--- src/rtl/arith_result_accumulator.sv ---
// Batch accumulator for adder/multiplier results: sums BATCH transfers with saturation,
// then holds the total in DONE until the downstream handshake.
module arith_result_accumulator #(
  parameter int unsigned BATCH = 8,
  parameter int unsigned ACC_W = 8
) (
  input  logic             clk,
  input  logic             rst_n,
  input  logic             clear,
  input  logic             in_valid,
  input  logic             in_mode,
  input  logic [5:0]       in_result,
  output logic             in_ready,
  output logic             out_valid,
  input  logic             out_ready,
  output logic [ACC_W-1:0] out_sum,
  output logic [3:0]       out_count,
  output logic             sat,
  output logic             mode_err
);

  typedef enum logic [1:0] {StIdle, StAccum, StDone} state_e;

  localparam logic [ACC_W-1:0] AccMax   = {ACC_W{1'b1}};
  localparam logic [3:0]       BatchCnt = 4'(BATCH);

  state_e           state_q, state_d;
  logic [ACC_W-1:0] acc_q, acc_d;
  logic [3:0]       count_q, count_d;
  logic             sat_q, sat_d;
  logic             err_q, err_d;

  logic             xfer;
  logic             bad_mode;
  logic [ACC_W-1:0] value;
  logic [ACC_W:0]   sum;
  logic [3:0]       count_inc;

  // in_ready depends only on the state register, so xfer never loops back into in_ready.
  assign in_ready  = (state_q != StDone);
  assign out_valid = (state_q == StDone);
  assign xfer      = in_valid & in_ready;

  always_comb begin
    value = '0;
    if (in_mode) begin
      value[3:0] = in_result[3:0];
    end else begin
      value[5:0] = in_result;
    end
  end

  assign bad_mode  = in_mode & (|in_result[5:4]);
  assign sum       = {1'b0, acc_q} + {1'b0, value};
  assign count_inc = count_q + 4'd1;

  always_comb begin
    state_d = state_q;
    acc_d   = acc_q;
    count_d = count_q;
    sat_d   = sat_q;
    err_d   = err_q;
    if (clear) begin
      state_d = StIdle;
      acc_d   = '0;
      count_d = '0;
      sat_d   = 1'b0;
      err_d   = 1'b0;
    end else begin
      unique case (state_q)
        StIdle: begin
          if (xfer) begin
            state_d = StAccum;
            acc_d   = value;
            count_d = 4'd1;
            sat_d   = 1'b0;
            err_d   = bad_mode;
          end
        end
        StAccum: begin
          if (xfer) begin
            acc_d   = sum[ACC_W] ? AccMax : sum[ACC_W-1:0];
            sat_d   = sat_q | sum[ACC_W];
            err_d   = err_q | bad_mode;
            count_d = count_inc;
            if (count_inc == BatchCnt) begin
              state_d = StDone;
            end
          end
        end
        StDone: begin
          if (out_ready) begin
            state_d = StIdle;
            acc_d   = '0;
            count_d = '0;
            sat_d   = 1'b0;
            err_d   = 1'b0;
          end
        end
        default: begin
          state_d = StIdle;
          acc_d   = '0;
          count_d = '0;
          sat_d   = 1'b0;
          err_d   = 1'b0;
        end
      endcase
    end
  end

  always_ff @(posedge clk or negedge rst_n) begin
    if (!rst_n) begin
      state_q <= StIdle;
      acc_q   <= '0;
      count_q <= '0;
      sat_q   <= 1'b0;
      err_q   <= 1'b0;
    end else begin
      state_q <= state_d;
      acc_q   <= acc_d;
      count_q <= count_d;
      sat_q   <= sat_d;
      err_q   <= err_d;
    end
  end

  assign out_sum   = acc_q;
  assign out_count = count_q;
  assign sat       = sat_q;
  assign mode_err  = err_q;

endmodule

--- config.mk ---
export PLATFORM = sky130hd
export DESIGN_NAME = arith_result_accumulator
export DESIGN_NICKNAME = d
export VERILOG_FILES = /design/src/rtl/arith_result_accumulator.sv
export SDC_FILE = /design/constraint.sdc
export NUM_CORES = 1
export LEC_CHECK = 0
export BUFFER_PORTS_ARGS = -buffer_cell sky130_fd_sc_hd__buf_4
export CAP_MARGIN = 20
export CORE_ASPECT_RATIO = 1.25
export CORE_UTILIZATION = 56
export DETAILED_ROUTE_END_ITERATION = 8
export GPL_TIMING_DRIVEN = 0
export PLACE_DENSITY_LB_ADDON = 0.3
export SLEW_MARGIN = 30
export SYNTH_ARGS = -nofsm -noshare
export SYNTH_HDL_FRONTEND = slang
export SYNTH_SLANG_ARGS = --single-unit
--- constraint.sdc ---
create_clock -name clk -period 4.46 [get_ports clk]
set_input_delay 0.446 -clock clk [delete_from_list [all_inputs] [get_ports clk]]
set_output_delay 0.446 -clock clk [all_outputs]
set_load 0.02 [all_outputs]
== Word-level counts from Yosys, hierarchy flattened ==
Cells that the tools add are included.
W data, S select, Z words.

* Flip-flop bits (word level): 16
* Word-level logic and storage cells: 50

* Add/sub/neg operators: 2
* Equality and inequality tests: 8
* Muxes and demuxes: 27
* Bitwise gates (word level): 4
* Reductions and logical operators: 4

{| class="wikitable"
|+ Operator list
! operator !! number
|-
| $mux W8 || 5
|-
| $pmux W8 S3 || 1
|-
| $mux W4 || 4
|-
| $mux W2 || 6
|-
| $pmux W4 S3 || 1
|-
| $add A8 B6 Y9 || 1
|-
| $ne A3 B3 Y1 const B || 3
|-
| $mux W1 || 7
|-
| $pmux W1 S3 || 2
|-
| $pmux W2 S3 || 1
|-
| $add A4 B1 Y4 const B || 1
|-
| $eq A4 B4 Y1 const B || 1
|-
| $reduce_and A4 Y1 || 1
|-
| $ne A3 B2 Y1 const B || 1
|-
| $reduce_and A3 Y1 || 1
|-
| $and A1 B1 Y1 || 2
|-
| $eq A2 B1 Y1 const B || 1
|-
| $eq A2 B2 Y1 const B || 1
|-
| $logic_not A2 Y1 || 1
|-
| $ne A2 B2 Y1 const B || 1
|-
| $or A1 B1 Y1 || 2
|-
| $reduce_or A2 Y1 || 1
|}

== Logic depth before layout (Yosys ltp) ==
* Word-level depth: 6
* Depth in mapped cells: 7
* Depth with buffers taken out: 7

== Worst setup path after synthesis ==
Ideal clock, no wire load.

* Path kind: flip-flop to flip-flop
* From: reg acc_q[0], in the netlist out_sum[0]
* To: reg acc_q[3], in the netlist out_sum[3]
* Arrival time: 1.979 ns
* Data required time: 4.339 ns
* Setup slack: 2.361 ns
* Stages on the path, launching flop included: 8
* Path buffers: 0
* Clock period less this slack: 2.099 ns
* Path through: dfrtp_1 ha_1 fa_1 a211oi_1 nor2_1 o31a_1 o21ai_0 nand2_1

* Word-level cells in the longest chain between the ends: 5

{| class="wikitable"
|+ RTL lines
! element !! line !! RTL
|-
| from (decl) || 28 || <nowiki>logic [ACC_W-1:0] acc_q, acc_d;</nowiki>
|-
| from (signal assigned) || 114 || <nowiki>acc_q <= '0;</nowiki>
|-
| from (signal assigned) || 120 || <nowiki>acc_q <= acc_d;</nowiki>
|-
| $add A8 B6 Y9 || 54 || <nowiki>assign sum = {1'b0, acc_q} + {1'b0, value};</nowiki>
|-
| $mux W8 || 82 || <nowiki>acc_d = sum[ACC_W] ? AccMax : sum[ACC_W-1:0];</nowiki>
|-
| $mux W8 || 81 || <nowiki>if (xfer) begin</nowiki>
|-
| $pmux W8 S3 || 70 || <nowiki>unique case (state_q)</nowiki>
|-
| $mux W8 || 63 || <nowiki>if (clear) begin</nowiki>
|}

No other way between the ends. The select of a mux whose other input is x is not followed.
A chain may end at the register's enable or synchronous reset.

== Worst setup path after layout ==
Same ends and word-level chain as after synthesis.

==> flow_metrics.env <==
export IMPL_worst_setup_path_end_kind="flip-flop"
export IMPL_power_frac_comb_pct=31.4
export IMPL_timing_critical_path_from_type="flip-flop"
export IMPL_worstSetupPathType="flip-flop to flip-flop"
export IMPL_synth_async_reset_ratio_pct=100
export IMPL_first_global_vias=1059
export IMPL_power_report_internal_total_mw=0.232
export IMPL_std_cell_rows=17
export IMPL_finalSetupTns_ps=0
export IMPL_grt_antenna_before_repair=0
export IMPL_cts_buffers=3
export IMPL_vdd_ir_drop_max_uv=175
export IMPL_post_synth_inst_count=126
export IMPL_ys_types=40
export IMPL_vertical_die_dimension_um=51.7
export IMPL_cts_tree="yes"
export IMPL_violations="negative hold slack"
export IMPL_post_drt_via_cell_ratio=6.26
export IMPL_report_final_setup_viol=0
export IMPL_cpLargestDelayFamily="compound AO/OA/AOI/OAI gates"
export IMPL_finalNetCount=178
export IMPL_multiInputGateArea_um2=669
export IMPL_globalplace_congestion=0.860
export IMPL_power_density_nw_per_um2=258
export IMPL_dr_total_vias=1096
export IMPL_synthesis_area_um2=1100
export IMPL_design_die_area_um2=2160
export IMPL_switching_share_pct=33.8
export IMPL_worst_ep_required_time_ps=4640
export IMPL_worst_r2r_setup_slack_ps=2250
export IMPL_power_mw=0.350
export IMPL_cts_clk_slew_worst_paths_ps=90
export IMPL_slew_limit_headroom_pct=52.1
export IMPL_cts_setup_buffers=0
export IMPL_ctsResizeCount=0
export IMPL_finalHoldWorstSlack_ps=-1.40
export IMPL_synth_ff_latch_count=16
export IMPL_drive_gt1_share_pct=23.1
export IMPL_seqCellArea_um2=400
export IMPL_pre_cts_ws_ps=2080
export IMPL_seq_power_share_pct=46.6
export IMPL_mappedNetlistNets=146
export IMPL_cts_htree_levels=1
export IMPL_firstDrtPassIters=4
export IMPL_cts_root_to_sink_buffers=2
export IMPL_post_route_worst_setup_slack_ps=2250
export IMPL_numPlacedInstances=172
export IMPL_synth_avg_cell_area_um2=8.77
export IMPL_power_switching_mw=0.118
export IMPL_peak_fanout_along_the_critical_path=5
export IMPL_clock_power_share_pct=22.0
export IMPL_fp_coreArea_um2=1810
export IMPL_clkLatencyLatePin_ps=290
export IMPL_timing_critical_path_cells="ha_1 > fa_1 > a211oi_1 > nor2_1 > o31a_1 > o21ai_0 > nand2_1"
export IMPL_drv_max_cap_violation_count=0
export IMPL_grt_first_pass_wirelength_mm=4.57
export IMPL_grt_setup_unrepaired="false"
export IMPL_instances_no_fill=175
export IMPL_timing_critical_path_from="out_sum[0]$_DFFE_PN0P_"
export IMPL_root_buffer_cell="sky130_fd_sc_hd__clkbuf_4"
export IMPL_critPathMaxStageDelay_ps=430
export IMPL_postRouteWirelength_mm=2.72
export IMPL_total_of_warnings_raised_by_yosys=0
export IMPL_fin_crit_ps=2210
export IMPL_worst_reg2reg_startpoint="out_sum[0]$_DFFE_PN0P_"
export IMPL_arrival_ps=2390
export IMPL_max_freq_ghz=0.453
export IMPL_slew_violations=0
export IMPL_placement_io_buffers=27
export IMPL_die_width_um=41.7
export IMPL_yosys_most_used_dff="sky130_fd_sc_hd__dfrtp_1"
export IMPL_area_delta_synth_final_pct=22.5
export IMPL_cts_sink_count=16
export IMPL_hpwl_mm=2.13
export IMPL_ios=28
export IMPL_worst_hold_path_class="input pin to asynchronous set/reset pin"
export IMPL_run_status="finished with violations"
export IMPL_ctsHoldBuffers=0
export IMPL_drc_errors=0
export IMPL_start_util_pct=61.1
export IMPL_route_antenna_remaining_nets=0
export IMPL_slowest_stage="sky130_fd_sc_hd__fa_1"
export IMPL_grt_start_max_net_pins=17
export IMPL_antennaDiodeCount=0
export IMPL_worst_clock_skew_ps=3.15
export IMPL_initialDrtViolationCount=41
export IMPL_globalRouteOverflowTotal=0
export IMPL_final_worst_path_cycle_share_pct=49.5
export IMPL_global_route_usage_total_pct=27.7
export IMPL_synth_edf_count=0
export IMPL_final_fill_count=142
export IMPL_hold_violations=6
export IMPL_total_leakage_power_nw=0.655
export IMPL_worst_pin_slew_ps=716
export IMPL_routed_wire_length_per_instance_um=15.5
export IMPL_ys_seq_area_share_pct=36.2
export IMPL_worstPathBufferInverterCount=0
## flip-flops by register name, indices dropped and copies added, names as in the netlist
name / count
sat: 1
state_q: 2
mode_err: 1
out_count: 4
out_sum: 8
## worst paths after layout
check,to,depth (start not counted)
worst max-delay path,out_sum[3]$_DFFE_PN0P_,7
worst min-delay path,out_count[2]$_DFFE_PN0P_,1
worst max register to register,out_sum[3]$_DFFE_PN0P_,7
worst min register to register,mode_err$_DFFE_PN0P_,2
max in group asynchronous,out_count[0]$_DFFE_PN0P_,1
min in group clk,state_q[1]$_DFFE_PN0P_,2
## placed cells by master (no fill, tap or decap), drive strengths merged, types with 2 or more instances in the layout
master	Yosys	final
a211oi	3	3
nand3	3	3
nor3	2	2
a21oi	12	12
o211ai	2	2
o31ai	3	3
o21ai	14	14
nor2	6	6
dfrtp	16	16
a22oi	4	4
clkbuf	1	4
inv	4	4
buf	2	29
a31oi	2	2
nor2b	4	4
nand2	16	16
or2	2	2
ha	7	7
nand2b	4	4
## logic make-up after synthesis
group / count (synthesis) / share of synthesized area [%]
AO/OA/AOI/OAI: 51 / 29.8
XOR/XNOR: 2 / 1.59
adder cells (fa/ha/maj): 8 / 9.74
buffers and inverters: 7 / 3.17
flip-flops: 16 / 36.2
AND/OR/NAND/NOR: 42 / 19.5
## worst reg2reg max path, delay by kind of cell, from the launching register on
| family | cells | cell delay (ps) |
|---|---|---|
| compound gates | 3 | 840 |
| fa+ha+maj | 2 | 660 |
| flops | 1 | 400 |
| simple gates | 2 | 210 |
## layout make-up
type / count / area share (%)
tap: 19 / 1.76
sequential: 16 / 29.6
timing repair buffer: 27 / 15.0
clock buffer: 3 / 1.66
multi-input combinational: 103 / 49.4
buffer: 3 / 1.48
inverter: 4 / 1.11
## per-layer routing
| layer | share of wire [%] | wire length, µm | vias up | GRT usage [%] |
|---|---|---|---|---|
| li1 | - | - | 537 | - |
| met1 | 41 | 1120 | 516 | 31.4 |
| met2 | 52 | 1400 | 36 | 50.5 |
| met3 | 5.0 | 137 | 7 | 4.86 |
| met4 | 2.0 | 55 | 0 | 12.4 |
| met5 | 0 | 0 | - | 0 |
## power groups by stage
stage / Clock [mW] / Sequential [mW] / Combinational [mW]
final: 0.0769 / 0.163 / 0.110
after global routing: 0.0835 / 0.164 / 0.123
after CTS: 0.0774 / 0.163 / 0.110
after detailed placement: 0 / 0.166 / 0.109
after global placement: 0 / 0.165 / 0.104
after floorplan: 0 / 0.174 / 0.0581
## per-stage QoR
stage	area (µm²)	utilization [%]
floorplan	1100	-
global placement	1330	73.6
detailed placement	1330	73.6
CTS	1350	74.9
global route	1350	74.9
finish	1350	74.9
## Yosys cell counts, types with 2 or more instances
master / instances / area (µm²)
sky130_fd_sc_hd__a31oi_1: 2 / 12.5
sky130_fd_sc_hd__nand3_1: 3 / 15.0
sky130_fd_sc_hd__nor2_1: 6 / 22.5
sky130_fd_sc_hd__inv_1: 4 / 15.0
sky130_fd_sc_hd__ha_1: 7 / 87.6
sky130_fd_sc_hd__o21ai_0: 14 / 70.1
sky130_fd_sc_hd__nand2_1: 15 / 56.3
sky130_fd_sc_hd__o211ai_1: 2 / 15.0
sky130_fd_sc_hd__nor3_1: 2 / 10.0
sky130_fd_sc_hd__a211oi_1: 3 / 22.5
sky130_fd_sc_hd__nand2b_1: 4 / 25.0
sky130_fd_sc_hd__dfrtp_1: 16 / 400
sky130_fd_sc_hd__a21oi_1: 12 / 60.1
sky130_fd_sc_hd__a22oi_1: 4 / 30.0
sky130_fd_sc_hd__nor2b_1: 4 / 25.0
sky130_fd_sc_hd__o31ai_1: 3 / 22.5
sky130_fd_sc_hd__or2_2: 2 / 12.5
(Power assumes the default switching activity.)
